`src/rtl/arm_pipe_pkg.sv`:
```
// rtl/arm_pipe_pkg.sv - shared types and constants for the ARM-subset pipeline
package arm_pipe_pkg;

    localparam logic [31:0] NOP_INSTR  = 32'hE1A0_0000;
    localparam logic [31:0] WORD_BYTES = 32'd4;

    typedef enum logic [1:0] {
        ST_IDLE,
        ST_FETCH,
        ST_DROP,
        ST_BUFFERED
    } fetch_state_t;

endpackage

```
`src/rtl/fetch_skid_buf.sv`:
```
// rtl/fetch_skid_buf.sv - one-entry skid buffer holding a fetched word across a stall
module fetch_skid_buf (
    input  logic        clk,
    input  logic        reset,
    input  logic        load,
    input  logic        clear,
    input  logic [31:0] din,
    output logic [31:0] dout,
    output logic        valid
);

    // Clear takes priority so a redirect always empties the entry.
    always_ff @(posedge clk or posedge reset) begin
        if (reset) begin
            dout  <= '0;
            valid <= 1'b0;
        end else if (clear) begin
            valid <= 1'b0;
        end else if (load) begin
            dout  <= din;
            valid <= 1'b1;
        end
    end

endmodule

```
`src/rtl/fetch_stage.sv`:
```
// rtl/fetch_stage.sv - PC, instruction fetch handshake and IF/ID register; FETCH_PERF_CNT_EN adds perf counters
module fetch_stage
    import arm_pipe_pkg::*;
#(
    parameter logic [31:0] RESET_PC = 32'h0000_0000
) (
    input  logic        clk,
    input  logic        reset,
    output logic        imem_req,
    output logic [31:0] imem_addr,
    input  logic        imem_ready,
    input  logic [31:0] imem_rdata,
    input  logic        stall,
    input  logic        branch_taken,
    input  logic [31:0] branch_target,
    output logic [31:0] if_id_instr,
    output logic [31:0] if_id_pc,
    output logic        if_id_valid
`ifdef FETCH_PERF_CNT_EN
    ,
    output logic [31:0] perf_fetched,
    output logic [31:0] perf_bubbles
`endif
);

    fetch_state_t state, state_n;
    logic [31:0]  fetch_addr, fetch_addr_n;
    logic [31:0]  redirect_addr, redirect_addr_n;
    logic [31:0]  instr_n, pc_n;
    logic         valid_n;
    logic         skid_load, skid_clear, skid_valid;
    logic [31:0]  skid_data;

    fetch_skid_buf u_skid (
        .clk   (clk),
        .reset (reset),
        .load  (skid_load),
        .clear (skid_clear),
        .din   (imem_rdata),
        .dout  (skid_data),
        .valid (skid_valid)
    );

    assign imem_req  = (state == ST_FETCH) || (state == ST_DROP);
    assign imem_addr = fetch_addr;

    always_ff @(posedge clk or posedge reset) begin
        if (reset) begin
            state         <= ST_IDLE;
            fetch_addr    <= RESET_PC;
            redirect_addr <= RESET_PC;
            if_id_instr   <= NOP_INSTR;
            if_id_pc      <= '0;
            if_id_valid   <= 1'b0;
        end else begin
            state         <= state_n;
            fetch_addr    <= fetch_addr_n;
            redirect_addr <= redirect_addr_n;
            if_id_instr   <= instr_n;
            if_id_pc      <= pc_n;
            if_id_valid   <= valid_n;
        end
    end

    always_comb begin
        state_n         = state;
        fetch_addr_n    = fetch_addr;
        redirect_addr_n = redirect_addr;
        instr_n         = if_id_instr;
        pc_n            = if_id_pc;
        // A stalled decode keeps its instruction; otherwise IF/ID drains to a bubble.
        valid_n         = stall ? if_id_valid : 1'b0;
        skid_load       = 1'b0;
        skid_clear      = 1'b0;

        if (branch_taken) begin
            instr_n    = NOP_INSTR;
            pc_n       = '0;
            valid_n    = 1'b0;
            skid_clear = 1'b1;
            // An access still in flight must complete at its old address before redirecting.
            if ((state == ST_FETCH || state == ST_DROP) && !imem_ready) begin
                redirect_addr_n = branch_target;
                state_n         = ST_DROP;
            end else begin
                fetch_addr_n = branch_target;
                state_n      = ST_FETCH;
            end
        end else begin
            case (state)
                ST_IDLE: state_n = ST_FETCH;
                ST_FETCH: begin
                    if (imem_ready) begin
                        if (stall) begin
                            skid_load = 1'b1;
                            state_n   = ST_BUFFERED;
                        end else begin
                            instr_n      = imem_rdata;
                            pc_n         = fetch_addr + WORD_BYTES;
                            valid_n      = 1'b1;
                            fetch_addr_n = fetch_addr + WORD_BYTES;
                        end
                    end
                end
                ST_DROP: begin
                    if (imem_ready) begin
                        fetch_addr_n = redirect_addr;
                        state_n      = ST_FETCH;
                    end
                end
                ST_BUFFERED: begin
                    if (!stall) begin
                        instr_n      = skid_data;
                        pc_n         = fetch_addr + WORD_BYTES;
                        valid_n      = skid_valid;
                        fetch_addr_n = fetch_addr + WORD_BYTES;
                        skid_clear   = 1'b1;
                        state_n      = ST_FETCH;
                    end
                end
                default: state_n = ST_IDLE;
            endcase
        end
    end

`ifdef FETCH_PERF_CNT_EN
    logic if_id_load;
    assign if_id_load = !branch_taken && !stall &&
                        ((state == ST_FETCH && imem_ready) || state == ST_BUFFERED);

    always_ff @(posedge clk or posedge reset) begin
        if (reset) begin
            perf_fetched <= '0;
            perf_bubbles <= '0;
        end else begin
            if (if_id_load)
                perf_fetched <= perf_fetched + 32'd1;
            if (state != ST_IDLE && !if_id_valid)
                perf_bubbles <= perf_bubbles + 32'd1;
        end
    end
`else
    // Counters and their ports are absent in this build.
`endif

endmodule
```
`config.mk`:
```
export PLATFORM = sky130hd
export DESIGN_NAME = fetch_stage
export DESIGN_NICKNAME = d
export VERILOG_FILES = /design/src/rtl/arm_pipe_pkg.sv /design/src/rtl/fetch_skid_buf.sv /design/src/rtl/fetch_stage.sv
export SDC_FILE = /design/constraint.sdc
export NUM_CORES = 1
export LEC_CHECK = 0
export CAP_MARGIN = 10
export CORE_MARGIN = 3
export CORE_UTILIZATION = 46
export DETAILED_ROUTE_END_ITERATION = 12
export GPL_TIMING_DRIVEN = 0
export PLACE_DENSITY_LB_ADDON = 0.15
export SYNTH_ARGS = -nofsm -noshare
export SYNTH_HDL_FRONTEND = slang
export SYNTH_SLANG_ARGS = --single-unit
```
`constraint.sdc`:
```
create_clock -name clk -period 5 [get_ports clk]
set_input_delay 0.75 -clock clk [delete_from_list [all_inputs] [get_ports clk]]
set_output_delay 0.75 -clock clk [all_outputs]
set_load 0.01 [all_outputs]
```
==> results.sh <==
export IMPL_clk_insertion_delay_late_ps=420
export IMPL_cp_slowest_stage_delay_ps=830
export IMPL_cts_repair_timing_setup_buffer_count=0
export IMPL_synth_distinct_cells=50
export IMPL_detail_route_antenna_nets=0
export IMPL_grt_first_pass_wirelength_um=37140
export IMPL_detailroute_via_count=6689
export IMPL_dp_cells=1113
export IMPL_wl_um=23230
export IMPL_synth_avg_cell_area_um2=10.81
export IMPL_grt_pass1_vias=7078
export IMPL_remaining_drc_errors=0
export IMPL_final_common_cell="sky130_fd_sc_hd__clkdlybuf4s50_1"
export IMPL_worst_slew_margin_rel_pct=30.34
export IMPL_rows=47
export IMPL_yosysWarnings=0
export IMPL_r2r_end="imem_addr[20]"
export IMPL_gate_family_responsible_for_the_most_delay_along_the_worst_path="buffers and inverters"
export IMPL_timing_critical_path_cells="clkdlybuf4s50_1 > inv_1 > nor3_1 > clkbuf_1 > mux2_2"
export IMPL_via_per_inst=5.842
export IMPL_top_level_ports=167
export IMPL_worstSetupEndpointType="flip-flop"
export IMPL_drt_pass1_iter_count=6
export IMPL_total_nets_final=985
export IMPL_ctsRootBufferMaster="sky130_fd_sc_hd__clkbuf_16"
export IMPL_wl_per_cell_um=20.28
export IMPL_start_util_pct=47.15
export IMPL_rr_startpoint="state[0]"
export IMPL_critical_path_max_fanout=10
export IMPL_grt_start_max_net_pins=37
export IMPL_critical_path_buf_inv_count=3
export IMPL_arrival_ps=3400
export IMPL_place_gp_congestion=0.8884
export IMPL_critical_path_cell_count=5
export IMPL_outcome="complete, no violations"
export IMPL_critical_path_startpoint_category="input port"
export IMPL_cts_tree="built"
export IMPL_crit_path_top_delay_cell="sky130_fd_sc_hd__nor3_1"
export IMPL_timing_final_crit_share_pct=61.96
export IMPL_cts_hold_fix_buffers=0
export IMPL_max_clock_freq_mhz=322.8
export IMPL_post_synth_instance_area_um2=7819
export IMPL_worst_pin_slew_ps=1037
export IMPL_ir_drop_uv=275.8
export IMPL_post_cts_resize_count=0
export IMPL_rsz_0062_raised_after_global_routing="no"
export IMPL_crit_path_end="redirect_addr[21]"
export IMPL_synthFlopType="sky130_fd_sc_hd__dfrtp_1"
export IMPL_timing_hold_violations_final=0
export IMPL_synth_nets=796
export IMPL_path_clk_slew_ps=60
export IMPL_critPathLaunch="branch_taken"
export IMPL_cts_max_level=4
export IMPL_grt_overflow=0
export IMPL_antenna_cells=0
export IMPL_yosys_register_bits=164
export IMPL_detail_route_iter0_violations=652
export IMPL_cts_sinks=164
export IMPL_floorplan_die_area_um2=18600
export IMPL_fraction_of_layout_cells_with_a_size_suffix_above_1_pct=12.54
export IMPL_hpwlAfterDp_um=17040
export IMPL_report_final_slew_viol_count=0
export IMPL_finish_cell_count_without_fillers=1145
export IMPL_ys_async_sr_fraction_pct=100.0
export IMPL_yosysSeqAreaShare_pct=52.58
export IMPL_grt_antenna_before_repair=0
export IMPL_setup_viol=0
export IMPL_cts_made_buffers=17
export IMPL_drv_cap=0
export IMPL_timing_reg2reg_setup_slack_ps=1960
export IMPL_synth_edff_count=0
export IMPL_min_delay_path_depth=1
export IMPL_filler_cell_count=1383
export IMPL_worst_r2r_path_depth=9
export IMPL_min_path_type="flip-flop to flip-flop"
export IMPL_placeableCoreArea_um2=16580
export IMPL_final_setup_skew_ps=10.91
export IMPL_layout_cells_most_common_list="sky130_fd_sc_hd__clkdlybuf4s50_1 (166), sky130_fd_sc_hd__dfrtp_1 (158), sky130_fd_sc_hd__mux2_2 (64), sky130_fd_sc_hd__nor2_1 (63), sky130_fd_sc_hd__o21ai_0 (57)"
export IMPL_power_dens_cells_nw_per_um2=600.0
export IMPL_final_period_demand_of_the_worst_path_ps=3098
export IMPL_max_clock_path_buffers=2
export IMPL_netlist_instances=723
export IMPL_grt_usage_pct=25.95
export IMPL_cp_data_required_time_ps=5300
export IMPL_port_buffers=166
export IMPL_layout_area_overhead_vs_synth_pct=33.91
export IMPL_fin_tns_setup_ps=0
export IMPL_die_width_um=136.4
export IMPL_path_class="input port to flip-flop"
export IMPL_total_leakage_power_nw=4.208
export IMPL_fp_dieH_um=136.4
-- registers in the layout, summed over array words and instances, names as in the netlist --
signal and count:
imem_addr 32, u_skid.valid 1, if_id_pc 32, u_skid.dout 32
redirect_addr 32, if_id_instr 32, if_id_valid 1, state 2
-- worst min path at each step --
stage / startpoint / to / slack, ps
after floorplan: redirect_addr[30] / redirect_addr[30] / 470
after global placement: redirect_addr[1] / redirect_addr[1] / 480
after detailed placement: redirect_addr[1] / redirect_addr[1] / 490
after CTS: redirect_addr[1] / redirect_addr[1] / 510
after global routing: u_skid.dout[17] / u_skid.dout[17] / 510
final: redirect_addr[1] / redirect_addr[1] / 500
-- synth_stat cells (all sizes together), types with 7 or more instances --
library cell | number | area [µm²]
a211oi | 37 | 277.8
nand3 | 10 | 50.05
a222oi | 13 | 130.1
o21ai | 58 | 290.3
xor2 | 7 | 61.31
buf | 16 | 70.07
a21oi | 50 | 250.2
xnor2 | 21 | 183.9
clkbuf | 40 | 150.1
nor3 | 12 | 60.06
nor2 | 63 | 236.5
o2bb2ai | 14 | 122.6
mux2i | 35 | 350.3
nand2 | 32 | 120.1
a22oi | 8 | 60.06
mux2 | 64 | 720.7
o211ai | 7 | 52.55
inv | 10 | 37.54
dfrtp | 158 | 3954
nand4 | 7 | 50.05
-- through the flow --
stage / setup slack, ps / hold slack (ps) / util, % / instance area [µm²] / power, mW
2_1_floorplan: 2170 / 472.2 / - / 7823 / 3.730
3_3_place_gp: 845.5 / 483.6 / 58.85 / 9759 / 4.788
3_5_place_dp: 1480 / 491.4 / 59.33 / 9839 / 4.913
4_1_cts: 1915 / 505.6 / 63.14 / 10470 / 6.298
5_1_grt: 1757 / 513.0 / 63.14 / 10470 / 6.665
6_report: 1902 / 504.9 / 63.14 / 10470 / 6.282
-- routing by layer --
| layer | up-vias | track usage, % | share of wire (%) |
|---|---|---|---|
| met2 | 295 | 41.36 | 48 |
| met3 | 53 | 6.588 | 8.3 |
| met1 | 3286 | 33.76 | 41 |
| li1 | 3055 | - | - |
| met4 | 0 | 10.97 | 3.2 |
| met5 | - | 0 | 0 |
-- where the power goes --
part	switching [mW]	internal [mW]	leakage [nW]
clock network	0.537	0.840	0.294
registers	0.451	1.89	2.05
logic	1.28	1.29	1.87
-- final cells by class --
type                       count  area (µm²)  share of cell area, %
sequential                   164        4111                  39.27
multi-input combinational    492        3446                  32.91
timing repair buffer         170        1742                  16.63
clock buffer                  21       480.5                  4.589
tap                          220       275.3                  2.629
buffer                        56       220.2                  2.103
clock inverter                11       150.1                  1.434
inverter                      11       45.04                 0.4302
-- worst reg2reg max path: stages, from the launching register on --
cell and delay [ps]:
sky130_fd_sc_hd__dfrtp_1 400, sky130_fd_sc_hd__inv_1 100, sky130_fd_sc_hd__ha_1 150, sky130_fd_sc_hd__buf_2 250
sky130_fd_sc_hd__clkinv_1 330, sky130_fd_sc_hd__nor2_1 260, sky130_fd_sc_hd__clkbuf_1 500, sky130_fd_sc_hd__buf_1 610
sky130_fd_sc_hd__a222oi_1 180, sky130_fd_sc_hd__o2bb2ai_1 190
-- cell families after synthesis --
logic type                 synth area share [%]
and+or+nand+nor                           8.610
DFF                                       52.58
buffers and inverters                     3.345
AOI/OAI and AO/OA                         17.99
adders and majority gates                0.6401
xor gates and xnor gates                  3.137
muxes                                     13.70
(Power assumes the default switching activity.)
